<file path="config.mk">
export PLATFORM = sky130hd
export DESIGN_NAME = fcvt_sw_pipe_flat
export DESIGN_NICKNAME = d
export VERILOG_FILES = /design/src/rtl/fcvt_sw_pipe_if.sv /design/src/rtl/fcvt_sw_pipe.sv /design/src/flat_wrapper.sv
export SDC_FILE = /design/constraint.sdc
export NUM_CORES = 1
export LEC_CHECK = 0
export ABC_AREA = 1
export BUFFER_PORTS_ARGS = -buffer_cell sky130_fd_sc_hd__buf_2
export CORE_MARGIN = 4
export CORE_UTILIZATION = 35
export DETAILED_ROUTE_END_ITERATION = 10
export PLACE_DENSITY = 0.55
export SYNTH_ARGS = -nofsm -noshare
export SYNTH_HDL_FRONTEND = slang
export SYNTH_SLANG_ARGS = --single-unit
export TNS_END_PERCENT = 10
</file>
<file path="constraint.sdc">
create_clock -name clk -period 3.6 [get_ports clk]
set_clock_uncertainty 0.2 [all_clocks]
set_input_delay 0.54 -clock clk [delete_from_list [all_inputs] [get_ports clk]]
set_output_delay 0.54 -clock clk [all_outputs]
set_load 0.005 [all_outputs]
</file>
<file path="src/rtl/fcvt_sw_pipe_if.sv">
// Handshake bundle for fcvt_sw_pipe: operand side (in_*, x) and result side (out_*, y).
// With FCVTSW_FLAGS_EN defined the bundle also carries the inexact flag nx.
interface fcvt_sw_pipe_if;
   logic        in_valid;
   logic        in_ready;
   logic [31:0] x;
   logic        out_valid;
   logic        out_ready;
   logic [31:0] y;
`ifdef FCVTSW_FLAGS_EN
   logic        nx;
`endif

   modport slave (
      input  in_valid,
      input  x,
      input  out_ready,
      output in_ready,
      output out_valid,
      output y
`ifdef FCVTSW_FLAGS_EN
      , output nx
`endif
   );

   modport master (
      output in_valid,
      output x,
      output out_ready,
      input  in_ready,
      input  out_valid,
      input  y
`ifdef FCVTSW_FLAGS_EN
      , input nx
`endif
   );
endinterface

</file>
<file path="src/rtl/fcvt_sw_pipe.sv">
// fcvt_sw_pipe: 3-stage int32 -> binary32 converter (fcvt.s.w / fcvt.s.wu), round-to-nearest-even.
// Optional feature: define FCVTSW_FLAGS_EN to add the inexact flag output nx.
module fcvt_sw_pipe #(
   parameter int unsigned SIGNED = 1
) (
   input  logic          clk,
   input  logic          rstn,
   fcvt_sw_pipe_if.slave io_cvt
);

   function automatic logic [5:0] f_lzc(input logic [31:0] v);
      logic [5:0] n;
      n = 6'd32;
      for (int i = 0; i < 32; i++) begin
         if (v[i]) begin
            n = 6'(31 - i);
         end
      end
      return n;
   endfunction

   logic        w_adv;
   logic        w_s0;
   logic [31:0] w_mag0;
   logic        r_v1;
   logic        r_s1;
   logic [31:0] r_mag1;
   logic [5:0]  w_lz1;
   logic [31:0] w_nrm1;
   logic        r_v2;
   logic        r_s2;
   logic        r_z2;
   logic [5:0]  r_lz2;
   logic [31:0] r_nrm2;
   logic        w_g2;
   logic        w_st2;
   logic        w_up2;
   logic [24:0] w_rnd2;
   logic [30:0] w_bits2;
   logic [31:0] w_y2;
   logic        r_v3;
   logic [31:0] r_y;
`ifdef FCVTSW_FLAGS_EN
   logic        r_nx;
`endif

   assign w_adv            = !r_v3 || io_cvt.out_ready;
   assign io_cvt.in_ready  = w_adv;
   assign io_cvt.out_valid = r_v3;
   assign io_cvt.y         = r_y;
`ifdef FCVTSW_FLAGS_EN
   assign io_cvt.nx        = r_nx;
`endif

   // S1: sign and magnitude (negating 0x80000000 yields 2^31 as an unsigned value)
   always_comb begin
      if (SIGNED != 0) begin
         w_s0   = io_cvt.x[31];
         w_mag0 = io_cvt.x[31] ? (32'd0 - io_cvt.x) : io_cvt.x;
      end else begin
         w_s0   = 1'b0;
         w_mag0 = io_cvt.x;
      end
   end

   // S2: normalise so the leading one lands in bit 31
   always_comb begin
      w_lz1  = f_lzc(r_mag1);
      w_nrm1 = r_mag1 << w_lz1;
   end

   // S3: round and pack; the hidden bit and any carry out of the significand
   // add straight into the exponent field, hence the base of 157 rather than 158
   always_comb begin
      w_g2    = r_nrm2[7];
      w_st2   = |r_nrm2[6:0];
      w_up2   = w_g2 && (w_st2 || r_nrm2[8]);
      w_rnd2  = {1'b0, r_nrm2[31:8]} + {24'd0, w_up2};
      w_bits2 = {8'd157 - {2'b00, r_lz2}, 23'd0} + {6'd0, w_rnd2};
      if (r_z2) begin
         w_y2 = {r_s2, 31'd0};
      end else begin
         w_y2 = {r_s2, w_bits2};
      end
   end

   // Pipeline registers; the whole pipe advances or holds together
   always_ff @(posedge clk or negedge rstn) begin
      if (!rstn) begin
         r_v1   <= 1'b0;
         r_s1   <= 1'b0;
         r_mag1 <= 32'd0;
         r_v2   <= 1'b0;
         r_s2   <= 1'b0;
         r_z2   <= 1'b0;
         r_lz2  <= 6'd0;
         r_nrm2 <= 32'd0;
         r_v3   <= 1'b0;
         r_y    <= 32'd0;
`ifdef FCVTSW_FLAGS_EN
         r_nx   <= 1'b0;
`endif
      end else if (w_adv) begin
         r_v1 <= io_cvt.in_valid;
         if (io_cvt.in_valid) begin
            r_s1   <= w_s0;
            r_mag1 <= w_mag0;
         end
         r_v2 <= r_v1;
         if (r_v1) begin
            r_s2   <= r_s1;
            r_z2   <= (r_mag1 == 32'd0);
            r_lz2  <= w_lz1;
            r_nrm2 <= w_nrm1;
         end
         r_v3 <= r_v2;
         if (r_v2) begin
            r_y  <= w_y2;
`ifdef FCVTSW_FLAGS_EN
            r_nx <= w_g2 || w_st2;
`endif
         end
      end
   end

endmodule

</file>
<file path="src/flat_wrapper.sv">
// flat-port wrapper written by rule: the top's interface ports become plain ports
module fcvt_sw_pipe_flat 
#(
   parameter int unsigned SIGNED = 1
)
  (clk, rstn, io_cvt_in_valid, io_cvt_x, io_cvt_out_ready, io_cvt_in_ready, io_cvt_out_valid, io_cvt_y);
  fcvt_sw_pipe_if io_cvt_i ();
  input  logic clk;
  input  logic rstn;
  input wire logic [$bits(io_cvt_i.in_valid)-1:0] io_cvt_in_valid;
  input wire logic [$bits(io_cvt_i.x)-1:0] io_cvt_x;
  input wire logic [$bits(io_cvt_i.out_ready)-1:0] io_cvt_out_ready;
  output wire logic [$bits(io_cvt_i.in_ready)-1:0] io_cvt_in_ready;
  output wire logic [$bits(io_cvt_i.out_valid)-1:0] io_cvt_out_valid;
  output wire logic [$bits(io_cvt_i.y)-1:0] io_cvt_y;
  assign io_cvt_i.in_valid = io_cvt_in_valid;
  assign io_cvt_i.x = io_cvt_x;
  assign io_cvt_i.out_ready = io_cvt_out_ready;
  assign io_cvt_in_ready = io_cvt_i.in_ready;
  assign io_cvt_out_valid = io_cvt_i.out_valid;
  assign io_cvt_y = io_cvt_i.y;
  fcvt_sw_pipe #(.SIGNED(SIGNED)) u_core (.clk(clk), .rstn(rstn), .io_cvt(io_cvt_i));
endmodule
</file>
* Word-level counts from Yosys, hierarchy flattened
Index checks and enable logic that the tools add are counted.
Operators by class: shift-type cells 1, multiplexer cells 34, add/sub/neg operators 4, reductions and logical operators 9
Operators with widths (count):
- 6-bit 2-to-1 mux | 32
- 32-bit zero test | 1
- 32-bit 2-to-1 mux | 1
- 32-bit by 6-bit left shift with 32-bit output | 1
- 1-bit by 32-bit subtractor with 32-bit output, first input constant | 1
- 31-bit by 25-bit adder with 31-bit output | 1
- 31-bit 2-to-1 mux | 1
- 24-bit by 1-bit adder with 25-bit output | 1
- 8-bit by 6-bit subtractor with 8-bit output, first input constant | 1
- 7-bit OR reduction | 1
- 2-bit AND reduction | 3
- 1-bit logical OR | 2
- 1-bit logical AND | 1
- 1-bit zero test | 1
Word-level totals: word-level logic and storage cells 58, register bits 108, output and inout bits 34, input bits 36

* Longest topological paths before layout
depth in word-level cells 33, gate-level depth with buffers 41, gate-level depth less buffers 40

* Worst setup path after synthesis
No wires, ideal clock.
kind input-to-reg, from input port io_cvt_x[0], to register u_core.r_mag1[28], setup slack 0.501 ns, required time 3.266 ns, arrival 2.765 ns, path buffers 0, stages 16, library setup time 0.134 ns, path through inv_1 ha_1 inv_1 nor3_1 nor3b_1 inv_1 nor3_1 inv_1 nor3_1 inv_1 nor4_1 nand2_1 o41ai_1 o21ai_0 xnor2_1 o21ai_0
On the way: word-level cells in the longest chain between the ends 2
RTL lines:
- start: declaration | line flat_wrapper.sv:11 | input wire logic [$bits(io_cvt_i.x)-1:0] io_cvt_x;
- 1-bit by 32-bit subtractor with 32-bit output | line fcvt_sw_pipe.sv:59 | w_mag0 = io_cvt.x[31] ? (32'd0 - io_cvt.x) : io_cvt.x;
- 32-bit 2-to-1 mux | line fcvt_sw_pipe.sv:59
- end signal: assignment | line fcvt_sw_pipe.sv:107 | r_mag1 <= w_mag0;
- end: declaration | line fcvt_sw_pipe.sv:27 | logic [31:0] r_mag1;
No other way between the ends. A chain may end at the register's enable or synchronous reset.

* Worst setup path in the final report
from register u_core.r_nrm2[8], to register u_core.r_y[28], in the netlist u_core.io_cvt.y[28]
On the way: word-level cells in the longest chain between the ends 5
RTL lines:
- start: declaration | line fcvt_sw_pipe.sv:34 | logic [31:0] r_nrm2;
- start signal: assignment | line fcvt_sw_pipe.sv:114 | r_nrm2 <= w_nrm1;
- 1-bit logical OR | line fcvt_sw_pipe.sv:77 | w_up2 = w_g2 && (w_st2 || r_nrm2[8]);
- 1-bit logical AND | line fcvt_sw_pipe.sv:77
- 24-bit by 1-bit adder with 25-bit output * | line fcvt_sw_pipe.sv:78 | w_rnd2 = {1'b0, r_nrm2[31:8]} + {24'd0, w_up2};
- 31-bit by 25-bit adder with 31-bit output * | line fcvt_sw_pipe.sv:79 | w_bits2 = {8'd157 - {2'b00, r_lz2}, 23'd0} + {6'd0, w_rnd2};
- 31-bit 2-to-1 mux * | line fcvt_sw_pipe.sv:80 | if (r_z2) begin
- end signal: assignment | line fcvt_sw_pipe.sv:118 | r_y <= w_y2;
- end: declaration | line fcvt_sw_pipe.sv:42 | logic [31:0] r_y;
Every way passes the cells marked *; elsewhere a longest branch is shown, timed or not.

==> metrics.txt <==
GRT Max-Usage Layer met2; Critical Path End Type register; area taken by multi-input logic gates 4400 sq um; vias in the first global route 6602; Critical Path RT 3.64 ns; CTS tree yes; grt met2 use 26.6%; die span in x 153 um; Worst slew margin 51.8%; EDFF count, synth 0; Synth Area per Inst 6.81 sq um; placed cell area 8010 sq um; max incr delay on CP 0.39 ns; Least-Margin Pin Slew 0.722 ns; clock sinks 108; Peak VDD IR 0.000210 V; # rows 52; static leakage 4.31 nW; GR Overflow Total 0; Final #Nets 1184; global routing met1 resource utilization 24.1%; pre-CTS setup slack 0.0736 ns; clock root cell clkbuf_16; Crit Path Max Fanout 3; number of synthesized register bits 108; Synth Flop Type dfrtp_1; MaxCap Viol Count 0; setup repair after global routing missed its margin true; Setup violations, final 0; placer congestion estimate 0.888; Top-Level Pins 70; die area 23300 sq um; Wirelength per Cell 14.3 um; Syn Nets 1114; Post-Route WL 20200 um; Setup crit start kind register; total CTS buffers 9; drt initial violations 389; Post-synth ARST share 100%; Area growth syn-to-layout 20.7%; final hold slack 0.0259 ns; largest net degree at the start of global routing 62; post-route cell area 8830 sq um; Yosys warning total 0; Worst-path clk slew 0.08 ns; fmax 295 MHz; power per cell area 754 nW/um^2; ratio of cells with drive above 1 in the final layout 20.8%; drt first pass iters 5; R2R Setup Slk 0.21 ns; final hold violation count 0; # port buffers 69; H-tree depth 3; Post-Layout Cell Count 1417; Starting Density 35.9%; sequential share of the synthesized area 37.0%; via count 7078; all-layer global routing usage 16.7%; worst hold path class in2async; R2R Path End u_core.io_cvt.y[28]; fin crit share 94.3%; met3 usage 2.30%; Post-DRT Antenna Nets 0; Detailed Place HPWL 14900 um; post-route minimum period 3.39 ns; Final WS setup 0.206 ns; slowest cell on the critical path dfrtp_1; Mapped Area 7310 sq um; critical path type reg2reg; Register Area 2700 sq um; # DRC 0; Via density 5.00; area of the core 20400 sq um; clock tree buffer depth 2; Synth Instances 1073; Max Slew Vio Count 0; status finished, final reports clean; worst path arrival time 3.44 ns; Skew-Pair Late Insertion Delay 0.36 ns; antenna cells 0; r2r worst-path depth 29; initial antenna violation count 0; worst reg2reg startpoint u_core.r_nrm2[8]; unique cell type count in the Yosys netlist 46; Die Y 153 um; fill count 2146; first-pass GRT wire length 32800 um; cell mode on critical path nand2_2; Post-Place Cells 1389
-- area by class of cell --
| cell class | instances | share of cell area [%] |
|---|---|---|
| inverters | 111 | 4.72 |
| well taps | 270 | 3.83 |
| multi-input cells | 812 | 49.8 |
| clock buffers | 9 | 2.55 |
| flip-flops and latches | 108 | 30.6 |
| repair buffers | 101 | 7.67 |
| clock inverters | 6 | 0.808 |
-- where the power goes --
part	total (W)	internal [W]	switching, W
clock	0.00103	0.000545	0.000482
combinational	0.00361	0.00130	0.00231
sequential	0.00203	0.00166	0.000362
total	0.00666	0.00351	0.00315
-- layer usage --
layer  share of wire [%]  up-vias
met5                   0        -
met1                  49     3195
met2                  45      176
li1                    -     3682
met4                 1.8        0
met3                 4.7       25
-- how the worst max path moves through the flow --
stage	startpoint	endpoint	slack, ns	cells after the start
after floorplan	io_cvt_x[0]	u_core.r_mag1[28]	0.50	16
after global placement	io_cvt_x[0]	u_core.r_mag1[30]	0.18	19
after detailed placement	io_cvt_x[0]	u_core.r_mag1[28]	0.07	18
after CTS	u_core.r_nrm2[8]	u_core.io_cvt.y[28]	0.03	29
after global routing	u_core.r_mag1[1]	u_core.r_nrm2[30]	-0.19	38
final	u_core.r_nrm2[8]	u_core.io_cvt.y[28]	0.21	29
-- critical path: cells and delay by family (launching register included) --
kind | cells | cell delay (ns)
compound gates | 2 | 0.29
fa+ha+maj | 1 | 0.13
buf+inv | 6 | 0.36
flops | 1 | 0.39
simple gates | 20 | 1.90
-- registers in the layout (all words and copies together), names as in the netlist --
register                 count
u_core.r_lz2                 6
u_core.r_z2                  1
u_core.io_cvt.y             32
u_core.io_cvt.out_valid      1
u_core.r_nrm2               32
u_core.r_s1                  1
u_core.r_v2                  1
u_core.r_mag1               32
u_core.r_s2                  1
u_core.r_v1                  1
-- stage by stage --
stage,util [%],TNS (ns),total power (W)
floorplan,-,0,0.00425
global placement,39.3,0,0.00523
detailed placement,39.3,0,0.00525
CTS,40.8,0,0.00630
global route,43.4,-3.51,0.00728
finish,43.4,0,0.00666
-- logic make-up (layout without fill, tap and decap cells) --
family / Yosys count / count (layout) / share of synthesized area, %
DFF: 108 / 108 / 37.0
adders and majority gates: 5 / 5 / 0.856
buffers and inverters: 155 / 227 / 8.28
AOI/OAI and AO/OA: 147 / 147 / 11.7
and+or+nand+nor: 626 / 628 / 38.4
xor gates and xnor gates: 32 / 32 / 3.83
-- placed cells by master, fill, tap and decap left out, types with 20 or more instances in the layout --
master,count
nand2_1,298
nand3_1,140
dfrtp_1,108
inv_1,91
buf_2,68
o21ai_0,66
nor2_1,64
nand3_2,47
buf_4,26
a21oi_1,22
nand2_2,22
xor2_1,20
-- cells in the mapped netlist (all sizes together) (2+ instances only) --
master,number,area share (%)
nand2,322,17
nand3,187,13
dfrtp,108,37
inv,108,5.5
o21ai,86,5.9
nor2,82,5.0
clkbuf,34,1.7
a21oi,27,1.9
xor2,20,2.4
nor3,13,0.89
xnor2,12,1.4
buf,10,0.84
nor4,9,1.2
a32o,8,1.1
o31ai,7,0.72
o211ai,6,0.62
ha,5,0.86
nand4,4,0.43
o22ai,4,0.34
clkinv,3,0.15
nand3b,3,0.31
o41ai,3,0.36
or2,3,0.26
nor3b,2,0.21
-- timing repair --
action,4_1_cts,5_1_grt
hold buffers,0,0
setup buffers,0,8
endpoints found under the setup margin,0,34
gates resized for setup,0,85
No activity file was read; power rests on OpenSTA's default activity.
